**config.mk**
```make
export PLATFORM = sky130hd
export DESIGN_NAME = array_sequencer
export DESIGN_NICKNAME = d
export VERILOG_FILES = /design/src/rtl/array_sequencer.sv
export SDC_FILE = /design/constraint.sdc
export NUM_CORES = 1
export LEC_CHECK = 0
export BUFFER_PORTS_ARGS = -buffer_cell sky130_fd_sc_hd__buf_4
export CORE_MARGIN = 2
export CORE_UTILIZATION = 30
export DETAILED_ROUTE_END_ITERATION = 16
export HOLD_SLACK_MARGIN = 0.15
export SYNTH_ARGS = -nofsm -noshare
export SYNTH_HDL_FRONTEND = slang
export SYNTH_SLANG_ARGS = --single-unit
```
**constraint.sdc**
```tcl
create_clock -name clk -period 3.69 [get_ports clk]
set_input_delay 0.369 -clock clk [delete_from_list [all_inputs] [get_ports clk]]
set_output_delay 0.369 -clock clk [all_outputs]
set_load 0.02 [all_outputs]
```
**src/rtl/array_sequencer.sv**
```systemverilog
// Job sequencer for an NxN systolic array: weight load, skewed ifmap streaming, drain.
// Partial-sum rows are flagged valid 2N-1 cycles after their lane-0 data enters the array.
module array_sequencer #(
    parameter int N      = 16,
    parameter int DW     = 8,
    parameter int ROW_AW = 8
) (
    input  logic                 clk,
    input  logic                 rst_n,
    input  logic                 start_i,
    input  logic                 abort_i,
    input  logic [ROW_AW:0]      num_rows_i,
    output logic                 busy_o,
    output logic                 done_o,
    output logic                 wgt_rd_en_o,
    output logic [$clog2(N)-1:0] wgt_rd_addr_o,
    input  logic [N*DW-1:0]      wgt_rd_data_i,
    output logic                 inp_rd_en_o,
    output logic [ROW_AW-1:0]    inp_rd_addr_o,
    input  logic [N*DW-1:0]      inp_rd_data_i,
    output logic                 arr_en_o,
    output logic                 arr_load_weight_o,
    output logic [N*DW-1:0]      arr_weight_row_o,
    output logic [N*DW-1:0]      arr_ifmap_o,
    output logic                 out_valid_o,
    output logic [ROW_AW-1:0]    out_row_idx_o
);

    localparam int WAW = $clog2(N);
    localparam int CW  = (ROW_AW + 1 > $clog2(2 * N)) ? ROW_AW + 1 : $clog2(2 * N);
    localparam int EW  = CW + 1;

    localparam logic [CW-1:0] CNT_W_LAST = CW'(N);
    localparam logic [CW-1:0] CNT_D_LAST = CW'(2 * N - 2);
    localparam logic [EW-1:0] EL_FIRST   = EW'(2 * N);

    typedef enum logic [2:0] {
        S_IDLE,
        S_LOAD_W,
        S_STREAM,
        S_DRAIN,
        S_DONE
    } state_e;

    state_e            state_q, state_d;
    logic [CW-1:0]     cnt_q, cnt_d;
    logic [ROW_AW:0]   rows_q, rows_d;
    logic [EW-1:0]     el_q, el_d;
    logic              vld_q, vld_d;
    logic              flush;
    logic              in_flow;
    logic [N*DW-1:0]   lane_in;

    assign flush = abort_i && (state_q != S_IDLE);

    always_comb begin
        state_d = state_q;
        rows_d  = rows_q;
        unique case (state_q)
            S_IDLE: begin
                if (start_i) begin
                    state_d = S_LOAD_W;
                    rows_d  = num_rows_i;
                end
            end
            S_LOAD_W: begin
                if (cnt_q == CNT_W_LAST) state_d = (rows_q != '0) ? S_STREAM : S_DONE;
            end
            // The extra cycle at cnt==rows lets the last returned row enter the skew unit.
            S_STREAM: begin
                if (cnt_q == CW'(rows_q)) state_d = S_DRAIN;
            end
            S_DRAIN: begin
                if (cnt_q == CNT_D_LAST) state_d = S_DONE;
            end
            S_DONE:  state_d = S_IDLE;
            default: state_d = S_IDLE;
        endcase
        if (flush) state_d = S_IDLE;

        cnt_d = (state_d != state_q || state_d == S_IDLE) ? '0 : cnt_q + CW'(1);

        el_d = '0;
        if (state_d == S_STREAM || state_d == S_DRAIN) begin
            el_d = (state_q == S_STREAM || state_q == S_DRAIN) ? el_q + EW'(1) : '0;
        end
    end

    always_comb begin
        wgt_rd_en_o       = 1'b0;
        wgt_rd_addr_o     = '0;
        inp_rd_en_o       = 1'b0;
        inp_rd_addr_o     = '0;
        arr_en_o          = 1'b0;
        arr_load_weight_o = 1'b0;
        unique case (state_q)
            S_LOAD_W: begin
                if (cnt_q < CNT_W_LAST) begin
                    wgt_rd_en_o   = 1'b1;
                    wgt_rd_addr_o = cnt_q[WAW-1:0];
                end
                if (cnt_q != '0) begin
                    arr_load_weight_o = 1'b1;
                    arr_en_o          = 1'b1;
                end
            end
            S_STREAM: begin
                if (cnt_q < CW'(rows_q)) begin
                    inp_rd_en_o   = 1'b1;
                    inp_rd_addr_o = cnt_q[ROW_AW-1:0];
                end
                arr_en_o = (cnt_q != '0);
            end
            S_DRAIN:  arr_en_o = 1'b1;
            default: ;
        endcase
    end

    assign vld_d = flush ? 1'b0 : inp_rd_en_o;

    always_ff @(posedge clk or negedge rst_n) begin
        if (!rst_n) begin
            state_q <= S_IDLE;
            cnt_q   <= '0;
            rows_q  <= '0;
            el_q    <= '0;
            vld_q   <= 1'b0;
        end else begin
            state_q <= state_d;
            cnt_q   <= cnt_d;
            rows_q  <= rows_d;
            el_q    <= el_d;
            vld_q   <= vld_d;
        end
    end

    assign busy_o           = (state_q != S_IDLE);
    assign done_o           = (state_q == S_DONE);
    assign arr_weight_row_o = arr_load_weight_o ? wgt_rd_data_i : '0;

    // el_q counts cycles since STREAM entry; row r's psum emerges at el = r + 2N.
    assign in_flow       = (state_q == S_STREAM) || (state_q == S_DRAIN);
    assign out_valid_o   = in_flow && (el_q >= EL_FIRST) && (el_q < EW'(rows_q) + EL_FIRST);
    assign out_row_idx_o = out_valid_o ? ROW_AW'(el_q - EL_FIRST) : '0;

    // Returned buffer data is only meaningful the cycle after a read; zero otherwise.
    assign lane_in            = vld_q ? inp_rd_data_i : '0;
    assign arr_ifmap_o[DW-1:0] = lane_in[DW-1:0];

    for (genvar i = 1; i < N; i++) begin : g_skew
        logic [DW-1:0] sr_q [i];

        always_ff @(posedge clk or negedge rst_n) begin
            if (!rst_n) begin
                for (int j = 0; j < i; j++) sr_q[j] <= '0;
            end else if (flush) begin
                for (int j = 0; j < i; j++) sr_q[j] <= '0;
            end else begin
                sr_q[0] <= lane_in[i*DW +: DW];
                for (int j = 1; j < i; j++) sr_q[j] <= sr_q[j-1];
            end
        end

        assign arr_ifmap_o[i*DW +: DW] = sr_q[i-1];
    end

endmodule

```
==> results of run 1 <==
[layout by cell type, fill, tap and decap left out, types with 22 or more instances in the layout]
master	Yosys	routed
dlygate4sd3_1	0	133
buf_4	113	572
ha_1	26	26
clkbuf_16	0	102
clkbuf_8	0	24
diode_2	0	23
and2_1	988	988
dfrtp_1	992	991
and3_1	123	123
nor2_1	26	25
clkbuf_1	77	22
[through the flow]
step	setup WS, ns	instance area (sq um)	hold WS [ns]
global placement	0.864	39600	0.429
finish	0.320	44600	0.337
detailed placement	0.848	39600	0.432
CTS	0.0715	44500	0.355
floorplan	1.28	34500	0.0734
global route	0.0382	44600	0.366
[power groups by stage]
stage	Combinational [uW]	Sequential [uW]	Clock, uW
floorplan	1330	11200	0
global placement	2510	11200	0
detailed placement	2500	11200	0
CTS	2640	11000	11100
global route	2870	11000	11600
finish	2560	11000	10700
[flip-flops by register name, indices dropped and copies added, names as in the netlist]
signal       count
arr_ifmap_o    112
cnt_q            9
el_q            10
g_skew.sr_q    848
rows_q           9
state_q          3
vld_q            1
[metal layers]
layer | wire length (microns) | part of all wire, %
met5 | 111 | 0.14
met2 | 37400 | 48
met1 | 30100 | 39
met3 | 5710 | 7.4
met4 | 4130 | 5.3
[cell families (layout without fill, tap and decap cells)]
family / after synthesis / count (layout) / synth area share (%)
other cells: 0 / 23 / 0
simple gates: 1211 / 1211 / 21.6
compound gates: 32 / 32 / 0.602
buf+inv: 271 / 927 / 4.42
xor+xnor: 18 / 18 / 0.457
flops: 992 / 992 / 71.9
fa+ha+maj: 26 / 26 / 0.943
[synthesized netlist by cell type (11+ instances only)]
cell / number
and3_1: 123
nand2_1: 22
xor2_1: 11
clkbuf_1: 77
clkbuf_2: 51
nand3_1: 12
nor2_1: 26
buf_4: 113
ha_1: 26
o21ai_0: 14
and2_1: 988
inv_1: 19
dfrtp_1: 992
[repair_timing]
item                                    4_1_cts  5_1_grt
endpoints found under the hold margin       193        0
endpoints found under the setup margin        0        5
hold buffers                                133        0
gates resized for setup                       0        1
[area by class of cell]
| class | instances | area [sq um] | share of cell area (%) |
|---|---|---|---|
| sequential | 992 | 24800 | 55.7 |
| multi-input combinational | 1287 | 8180 | 18.3 |
| timing repair buffer | 723 | 5980 | 13.4 |
| clock buffer | 148 | 2970 | 6.65 |
| tap | 1512 | 1890 | 4.24 |
| clock inverter | 37 | 616 | 1.38 |
| inverter | 19 | 71.3 | 0.160 |
| antenna | 23 | 57.6 | 0.129 |
[worst paths after layout]
path | to | slack (ns) | depth (start not counted)
max | out_row_idx_o[2] | 0.32 | 9
min | arr_ifmap_o[74]$_DFF_PN0_ | 0.34 | 2
max reg2reg | g_skew[14].sr_q[110]$_DFF_PN0_ | 1.46 | 5
min reg2reg | g_skew[12].sr_q[61]$_DFF_PN0_ | 0.41 | 1
max in group asynchronous | vld_q$_DFF_PN0_ | 2.28 | 3
min in group clk | g_skew[12].sr_q[61]$_DFF_PN0_ | 0.41 | 1
==> key figures, run 1 <==
Detailed routing
  – Final WL: 77.4 mm
  – Post-route ant nets: 0
  – Drt drc: 0
  – Initial DRC count: 973
  – Vias per cell: roughly 4.0
  – TritonRoute pass-1 iters: 4
  – Via Count: between 15000 and 20000
  – Mean routed wirelength per cell: between 15 and 20 microns

Pwr
  – Sequential share of power: between 40% and 50%
  – Clock power frac: 44.1%
  – P_int: 18200 uW
  – NetSw: about 6000 uW
  – Sw Share: between 20% and 30%
  – Leakage: between 0.02 and 0.025 uW
  – Pwr Total: about 24000 uW
  – Combinational power share: 10.6%
  – Power Density: approximately 540 nW/um^2
  – Worst VDD drop: around 350 uV

Timing
  – Final period util: about nine tenths
  – Worst-Margin Slew: approximately 0.90 ns
  – Post-route minimum period: about 3.4 ns
  – Worst clock skew: around 0.035 ns
  – Unrepaired setup endpoints after global routing: false
  – Final TNS setup: 0 ns
  – Fin. Hold Viols: 0
  – Final setup fails: 0
  – Max Slew Vio Count: 0
  – FMAX: slightly below 300 MHz
  – Relative slew slack: 39.7%

Global routing
  – GR peak layer: met2
  – Met1 GRT Util: 15.3%
  – Total gr overflow: 0
  – First-pass GRT wire length: 118 mm
  – GR met3 Demand/Resource: under 10%
  – Vias in the first global route: just under 20000
  – Antenna violations before repair: 36
  – Maximum number of pins on one net before global-route repair: ~180
  – Met2 usage in global routing: about a fifth
  – GRT Total Usage: 13.2%

Worst setup path
  – Cell Chain, Critical Path: ha_1 -> xnor2_1 -> ha_1 -> a21oi_1 -> nor2b_1 -> o21ai_0 -> nand2_1 -> nor3b_1 -> buf_4
  – Crit path top cell by count: ha_1
  – CP required: approximately 3.3 ns
  – WP buf/inv: 1
  – Worst setup path startpoint: rows_q[5]$_DFFE_PN0P_
  – CP peak stage delay: 0.43 ns
  – Critical path class: reg -> out
  – Crit. End Element: output port
  – FF-to-FF Start: state_q[0]$_DFF_PN0_
  – Maximum fanout along the worst path: 9
  – WP data arrival: roughly 3 ns
  – Crit path max-delay family: simple AND/OR/NAND/NOR gates
  – Crit start category: flip-flop
  – Slowest stage cell, crit path: dfrtp_1

Clocking
  – CTS sink cnt: roughly 990
  – Number of buffers created by CTS: 102
  – Longest Clk Path Bufs: 3
  – CTS tree: yes
  – Clk_lat worst skew: ~0.67 ns
  – Clock slew at reported path FFs: 0.06 ns
  – Root Buffer: clkbuf_16
  – Postcts setup bufs: 0
  – H-Tree Depth: 3

Die
  – Core ar.: between 100000 and 150000 sq um
  – Row Count: 124
  – Die height: 343 microns
  – Io pins: roughly 550
  – Chip width: ~340 microns
  – Initial Util: a little under a third
  – Total die area: around 120000 sq um

Cells and area
  – Layout area overhead: 29.2%
  – Final #Nets: between 3000 and 4000
  – Fill cells: ~11000
  – Post-layout util: 39.1%
  – Post-route insts no fill: around 4700
  – Share of cells above drive strength 1: roughly a quarter

Placed design
  – Detail Placement HPWL: slightly above 50 mm
  – PortBufs: 551
  – Placed cells: 4400
  – GPL Wtd Cong: 0.974

Hold path
  – Min-delay worst type: in -> async

Synth
  – Synth Instances: between 2000 and 3000
  – Mean Syn Cell Area: about 14 sq um
  – Yosys reg bits: ~990
  – Register area share after synthesis: between 70% and 80%
  – Async set-reset flop share out of synthesis: 100%
  – Post-synth EDFFs: 0
  – Synth warn: 0
  – Syn_nets: 2845
  – Synth unique cells: about 40
  – Top cells by area, synth: dfrtp_1, and2_1, buf_4
  – Area leader, netlist: dfrtp_1
  – Post-synth top area share: between 70% and 80%
  – Synthesized area: ~35000 sq um
  – Prevailing post-synth register cell: dfrtp_1

Outcome
  – Outcome: finished clean

Job
  – Maxcap violations: 0
No activity file was read; power rests on OpenSTA's default activity.
==> run 2, diff against run 1 <==
- CORE_UTILIZATION: 30 -> 25
- clock period: 3.69 -> 4.3 ns (I/O delays scaled with it)
==> run 2 against run 1 <==
  * Via count rose by 0.13%
  * Critical path depth fell by 1
  * Global-route usage fell by 0.73 points
  * Critical path type unchanged
  * Total power fell by 14%
  * Largest power group unchanged
==> key figures, run 2 (synthesized netlist as in run 1, its figures left out) <==
Outcome
  – Outcome: finished clean (unchanged)

Detailed routing
  – Vias per cell: 3.75 (was 3.98)
  – Via Count: 18900 (about the same)
  – Final WL: 87.7 mm (was 77.4 mm)
  – Initial DRC count: 1414 (was 973)
  – TritonRoute pass-1 iters: 4 (unchanged)
  – Post-route ant nets: 0 (unchanged)
  – Mean routed wirelength per cell: 17.4 microns (was 16.3 microns)
  – Drt drc: 0 (unchanged)

Placed design
  – GPL Wtd Cong: 0.836 (was 0.974)
  – Detail Placement HPWL: 61.1 mm (was 51.4 mm)
  – PortBufs: 551 (unchanged)

Worst setup path
  – Crit. End Element: output port (unchanged)
  – Critical path class: reg -> out (unchanged)
  – CP peak stage delay: 0.68 ns (was 0.43 ns)
  – Cell Chain, Critical Path: inv_1 -> ha_1 -> and3_1 -> and2b_1 -> nor2_4 -> buf_12 -> and2_1 -> buf_4 (was ha_1 -> xnor2_1 -> ha_1 -> a21oi_1 -> nor2b_1 -> o21ai_0 -> nand2_1 -> nor3b_1 -> buf_4)
  – WP buf/inv: 3 (was 1)
  – Crit path max-delay family: simple AND/OR/NAND/NOR gates (unchanged)
  – Crit start category: flip-flop (unchanged)
  – Slowest stage cell, crit path: nor2_4 (was dfrtp_1)
  – R2R Setup Slk: 1.82 ns (was 1.46 ns)
  – Maximum fanout along the worst path: 63 (was 9)
  – CP required: 3.87 ns (was 3.32 ns)
  – WP data arrival: 3.30 ns (was 3.00 ns)

Die
  – Core ar.: 137000 sq um (was 114000 sq um)
  – Die height: 376 microns (was 343 microns)
  – Io pins: 552 (unchanged)
  – Initial Util: 25.2% (was 30.2%)
  – Total die area: 141000 sq um (was 118000 sq um)
  – Row Count: 136 (was 124)
  – Chip width: 376 microns (was 343 microns)

Timing
  – Final period util: 86.8%
  – Fin. Hold Viols: 0 (unchanged)
  – Final setup fails: 0 (unchanged)
  – Max Slew Vio Count: 0 (unchanged)
  – Worst-Margin Slew: 1.05 ns (was 0.904 ns)
  – FMAX: about 270 MHz
  – Final TNS setup: 0 ns (unchanged)
  – Relative slew slack: 30.0% (was 39.7%)
  – Post-route minimum period: approximately 3.7 ns
  – Worst clock skew: 0.0557 ns (was 0.0347 ns)
  – Final hold slack: 0.245 ns (was 0.337 ns)
  – Unrepaired setup endpoints after global routing: false (unchanged)

Pwr
  – Power Density: 464 nW/um^2 (was 544 nW/um^2)
  – Leakage: 0.0235 uW (was 0.0236 uW)
  – Pwr Total: 20800 uW (was 24300 uW)
  – Worst VDD drop: 276 uV (was 349 uV)

Cells and area
  – Most flops, register: g_skew.sr_q (unchanged)
  – Highest-count cells in the layout ignoring fill and taps: dfrtp_1, and2_1, buf_4 (unchanged)
  – Commonest non-fill, non-tap cell in the layout: dfrtp_1 (unchanged)
  – Share of cells above drive strength 1: 23.5% (was 23.8%)
  – Final #Nets: 3414 (was 3420)
  – Fill cells: 13600 (was 10800)
  – Layout area overhead: 30.0% (was 29.2%)
  – Post-layout util: 32.7% (was 39.1%)
  – Largest register FFs: 848 (unchanged)

Global routing
  – First-pass GRT wire length: 129 mm (was 118 mm)
  – Antenna violations before repair: 58 (was 36)
  – Maximum number of pins on one net before global-route repair: 307 (was 176)
  – GRT Total Usage: 12.4% (was 13.2%)
  – Total gr overflow: 0 (unchanged)
  – Vias in the first global route: 19300 (was 19200)

Hold path
  – Min-delay worst type: in -> reg (was in -> async)

Clocking
  – Longest Clk Path Bufs: 3 (unchanged)
  – CTS tree: yes (unchanged)
  – H-Tree Depth: 3 (unchanged)
  – Clock slew at reported path FFs: 0.06 ns (about the same)
  – Postcts setup bufs: 0 (unchanged)
  – CTS sink cnt: 992 (unchanged)
  – Number of buffers created by CTS: 106 (was 102)
  – Root Buffer: clkbuf_16 (unchanged)
  – Clk_lat worst skew: 0.71 ns (was 0.67 ns)

Job
  – Maxcap violations: 0 (unchanged)
## run 2: cell types whose count changed in the layout (fill, tap and decap cells not counted), moves of 2 or more
cell | previous run | this run
buf_12 | 17 | 15
buf_4 | 572 | 565
bufinv_16 | 12 | 8
clkbuf_1 | 22 | 30
clkbuf_16 | 102 | 106
clkbuf_8 | 24 | 19
clkinv_2 | 13 | 11
diode_2 | 23 | 39
inv_6 | 2 | 6
## run 2: final cells by class
cell class	count	area [sq um]	area share [%]
clock buffer	155	3030	6.75
timing repair buffer	713	5880	13.1
tap	1794	2240	5.00
antenna	39	97.6	0.218
multi-input combinational	1287	8170	18.2
inverter	19	71.3	0.159
clock inverter	37	537	1.20
sequential	992	24800	55.4
## run 2: where the power goes
group          switching, uW  internal [uW]
Sequential              60.8           9390
Clock                   3760           5400
Combinational           1510            714
Total                   5330          15500
## run 2: metrics by stage
step | instance area (sq um) | setup WS [ns] | cells
after global placement | 39900 | 1.22 | 4673
final | 44900 | 0.567 | 5036
after detailed placement | 39900 | 1.25 | 4673
after CTS | 44800 | 0.448 | 4997
after floorplan | 34500 | 1.83 | 2550
after global routing | 44800 | 0.315 | 5016
## run 2: repair_timing
item,4_1_cts,5_1_grt
gates resized for setup,0,0
hold buffers,132,0
setup endpoints to repair,0,0
hold endpoints to repair,212,0
## run 2: routing by layer
layer  global-route usage [%]  wire length, microns  vias to the layer above  part of all wire [%]
met5                        0                   216                        -                  0.25
met4                     5.83                  4480                       32                   5.1
met3                     5.79                  8750                      192                    10
met2                     20.9                 42800                      559                    49
met1                     13.2                 31400                     9177                    36
li1                         -                     -                     8945                     -
## run 2: worst paths after layout
check,start,endpoint,cells after the start
max,cnt_q[0]$_DFF_PN0_,arr_weight_row_o[85],8
min,start_i,state_q[0]$_DFF_PN0_,5
max reg2reg,state_q[2]$_DFF_PN0_,g_skew[12].sr_q[16]$_DFF_PN0_,5
min reg2reg,g_skew[12].sr_q[33]$_DFF_PN0_,g_skew[12].sr_q[25]$_DFF_PN0_,1
max in group asynchronous,rst_n,vld_q$_DFF_PN0_,3
min in group asynchronous,rst_n,g_skew[9].sr_q[27]$_DFF_PN0_,2
## run 2: worst register-to-register path: stages, from the launching register on
cell and delay (ns):
dfrtp_1 0.47, nor3_2 0.35, inv_1 0.15, nand2_4 0.28, buf_12 0.60, and2_1 0.53
==> run 3, diff against run 2 <==
- SKIP_LAST_GASP: default -> 1
- clock period: 4.3 -> 4.29 ns (I/O delays scaled with it)
==> run 3 against run 2 <==
  * Clock power shrank 0.8%
  * Routed wire length down 0.56%
  * Sequential cell count is the same
  * Worst setup slack better by 0.066 ns
  * First-iteration DRC count fell by 28%
  * Critical path type unchanged
  * Largest cell class unchanged
  * Largest power group unchanged
  * Highest routed layer unchanged
==> key figures, run 3 (synthesized netlist as in run 1, its figures left out) <==
Clocking
  – Longest Clk Path Bufs: 3 (unchanged)
  – H-Tree Depth: 3 (unchanged)
  – Clock slew at reported path FFs: 0.06 ns (about the same)
  – Clk_lat worst skew: 0.70 ns (was 0.71 ns)
  – CTS sink cnt: 992 (unchanged)
  – Post-CTS Hold Buffers: 133 (was 132)
  – Post-CTS Resized: 0 (unchanged)
  – CTS tree: yes (unchanged)
  – Number of buffers created by CTS: 105 (was 106)
  – Postcts setup bufs: 0 (unchanged)
  – Root Buffer: clkbuf_16 (unchanged)

Cells and area
  – Layout area overhead: 30.1% (was 30.0%)
  – Share of cells above drive strength 1: 23.8% (was 23.5%)
  – Finished Cell Area: 44900 sq um (about the same)
  – Largest register FFs: 848 (unchanged)
  – Final #Nets: 3416 (was 3414)
  – Highest-count cells in the layout ignoring fill and taps: dfrtp_1, and2_1, buf_4 (unchanged)
  – Commonest non-fill, non-tap cell in the layout: dfrtp_1 (unchanged)
  – Most flops, register: g_skew.sr_q (unchanged)

Global routing
  – Antenna violations before repair: 56 (was 58)
  – Vias in the first global route: 19400 (was 19300)
  – GRT Total Usage: 12.4% (about the same)
  – Maximum number of pins on one net before global-route repair: 184 (was 307)
  – Total gr overflow: 0 (unchanged)
  – First-pass GRT wire length: 129 mm (about the same)

Worst setup path
  – WP data arrival: 3.23 ns (was 3.30 ns)
  – Crit. End Element: output port (unchanged)
  – Critical path class: reg -> out (unchanged)
  – CP peak stage delay: 0.80 ns (was 0.68 ns)
  – Cell Chain, Critical Path: ha_1 -> o21ai_0 -> a21oi_1 -> a221oi_2 -> and2_1 -> buf_4 (was inv_1 -> ha_1 -> and3_1 -> and2b_1 -> nor2_4 -> buf_12 -> and2_1 -> buf_4)
  – Crit start category: flip-flop (unchanged)
  – Maximum fanout along the worst path: 10 (was 63)
  – CP required: 3.86 ns (was 3.87 ns)
  – Slowest stage cell, crit path: a221oi_2 (was nor2_4)

Job
  – Maxcap violations: 0 (unchanged)

Detailed routing
  – Met2 wire length: 42.5 mm (was 42.8 mm)
  – Initial DRC count: 1018 (was 1414)
  – Post-route ant nets: 0 (unchanged)
  – Vias per cell: 3.79 (was 3.75)
  – Via Count: 19100 (was 18900)
  – Mean routed wirelength per cell: 17.3 microns (was 17.4 microns)
  – Drt drc: 0 (unchanged)
  – Met3 WL: 8.68 mm (was 8.75 mm)
  – DR top layer: met5 (unchanged)
  – Met1 Wirelength: 31.7 mm (was 31.4 mm)
  – TritonRoute pass-1 iters: 4 (unchanged)
  – Final WL: 87.2 mm (was 87.7 mm)

Timing
  – Final TNS setup: 0 ns (unchanged)
  – Fin. Hold Viols: 0 (unchanged)
  – Unrepaired setup endpoints after global routing: false (unchanged)
  – Worst clock skew: 0.0584 ns (was 0.0557 ns)
  – Final hold slack: 0.272 ns (was 0.245 ns)
  – FMAX: approximately 270 MHz
  – Final period util: around 85%
  – Final setup fails: 0 (unchanged)
  – Setup ws final: 0.633 ns (was 0.567 ns)
  – Relative slew slack: 34.5% (was 30.0%)
  – Worst-Margin Slew: 0.983 ns (was 1.05 ns)
  – Post-route minimum period: 3.66 ns
  – Max Slew Vio Count: 0 (unchanged)

Die
  – Total die area: 141000 sq um (unchanged)
  – Core ar.: 137000 sq um (unchanged)
  – Chip width: 376 microns (unchanged)
  – Io pins: 552 (unchanged)
  – Row Count: 136 (unchanged)
  – Die height: 376 microns (unchanged)
  – Initial Util: 25.2% (unchanged)

Hold path
  – Min-delay worst type: in -> async (was in -> reg)

Pwr
  – Worst VDD drop: 343 uV (was 276 uV)
  – Power Density: 464 nW/um^2 (about the same)
  – Leakage: 0.0235 uW (about the same)

Placed design
  – Placed inst area: 39900 sq um (about the same)
  – PortBufs: 551 (unchanged)
  – Detail Placement HPWL: 61.1 mm (about the same)
  – Place WS: 1.35 ns (was 1.25 ns)
  – GPL Wtd Cong: 0.900 (was 0.836)

Outcome
  – Outcome: finished clean (unchanged)
run 3: worst paths after layout:
kind / start / to / cells past startpoint / slack (ns)
min in group clk: g_skew[11].sr_q[22]$_DFF_PN0_ / g_skew[11].sr_q[14]$_DFF_PN0_ / 1 / 0.41
setup / recovery: cnt_q[4]$_DFF_PN0_ / inp_rd_addr_o[0] / 6 / 0.63
hold reg to reg: g_skew[11].sr_q[22]$_DFF_PN0_ / g_skew[11].sr_q[14]$_DFF_PN0_ / 1 / 0.41
setup reg to reg: state_q[0]$_DFF_PN0_ / g_skew[9].sr_q[64]$_DFF_PN0_ / 5 / 1.94
hold / removal: rst_n / g_skew[9].sr_q[27]$_DFF_PN0_ / 2 / 0.27
max in group asynchronous: rst_n / g_skew[2].sr_q[9]$_DFF_PN0_ / 3 / 2.70
run 3: metrics by stage:
stage	cells	total power (uW)	util, %
detailed placement	4675	11900	29.1
floorplan	2550	10800	-
CTS	5000	21300	32.7
finish	5033	20800	32.7
global route	5015	21900	32.7
global placement	4675	11900	29.1
run 3: power breakdown:
group	switching, uW	internal, uW	leakage, uW
combinational	1520	762	0.00793
clock	3810	5280	0.00173
sequential	65.4	9410	0.0138
total	5400	15400	0.0235
run 3: area by class of cell:
type                            instances  area [sq um]
Clock inverter                         46           578
Tap cell                             1794          2240
Multi-Input combinational cell       1287          8170
Sequential cell                       992         24800
Fill cell                           13700         92300
Timing Repair Buffer                  716          5930
Inverter                               19          71.3
Antenna cell                           33          82.6
Clock buffer                          146          2980
run 3: critical path: cells and delay by family (launching register included):
family                   cells  cell delay, ns
AO/OA/AOI/OAI                3            1.06
flip-flops                   1            0.66
adder cells (fa/ha/maj)      1            0.34
AND/OR/NAND/NOR              1            0.29
buffers and inverters        1            0.18
run 3: metal layers:
metal / track usage, % / vias to the layer above
met5: 0 / -
met4: 5.49 / 38
met3: 5.75 / 185
met2: 20.9 / 560
met1: 13.2 / 9338
li1: - / 8949
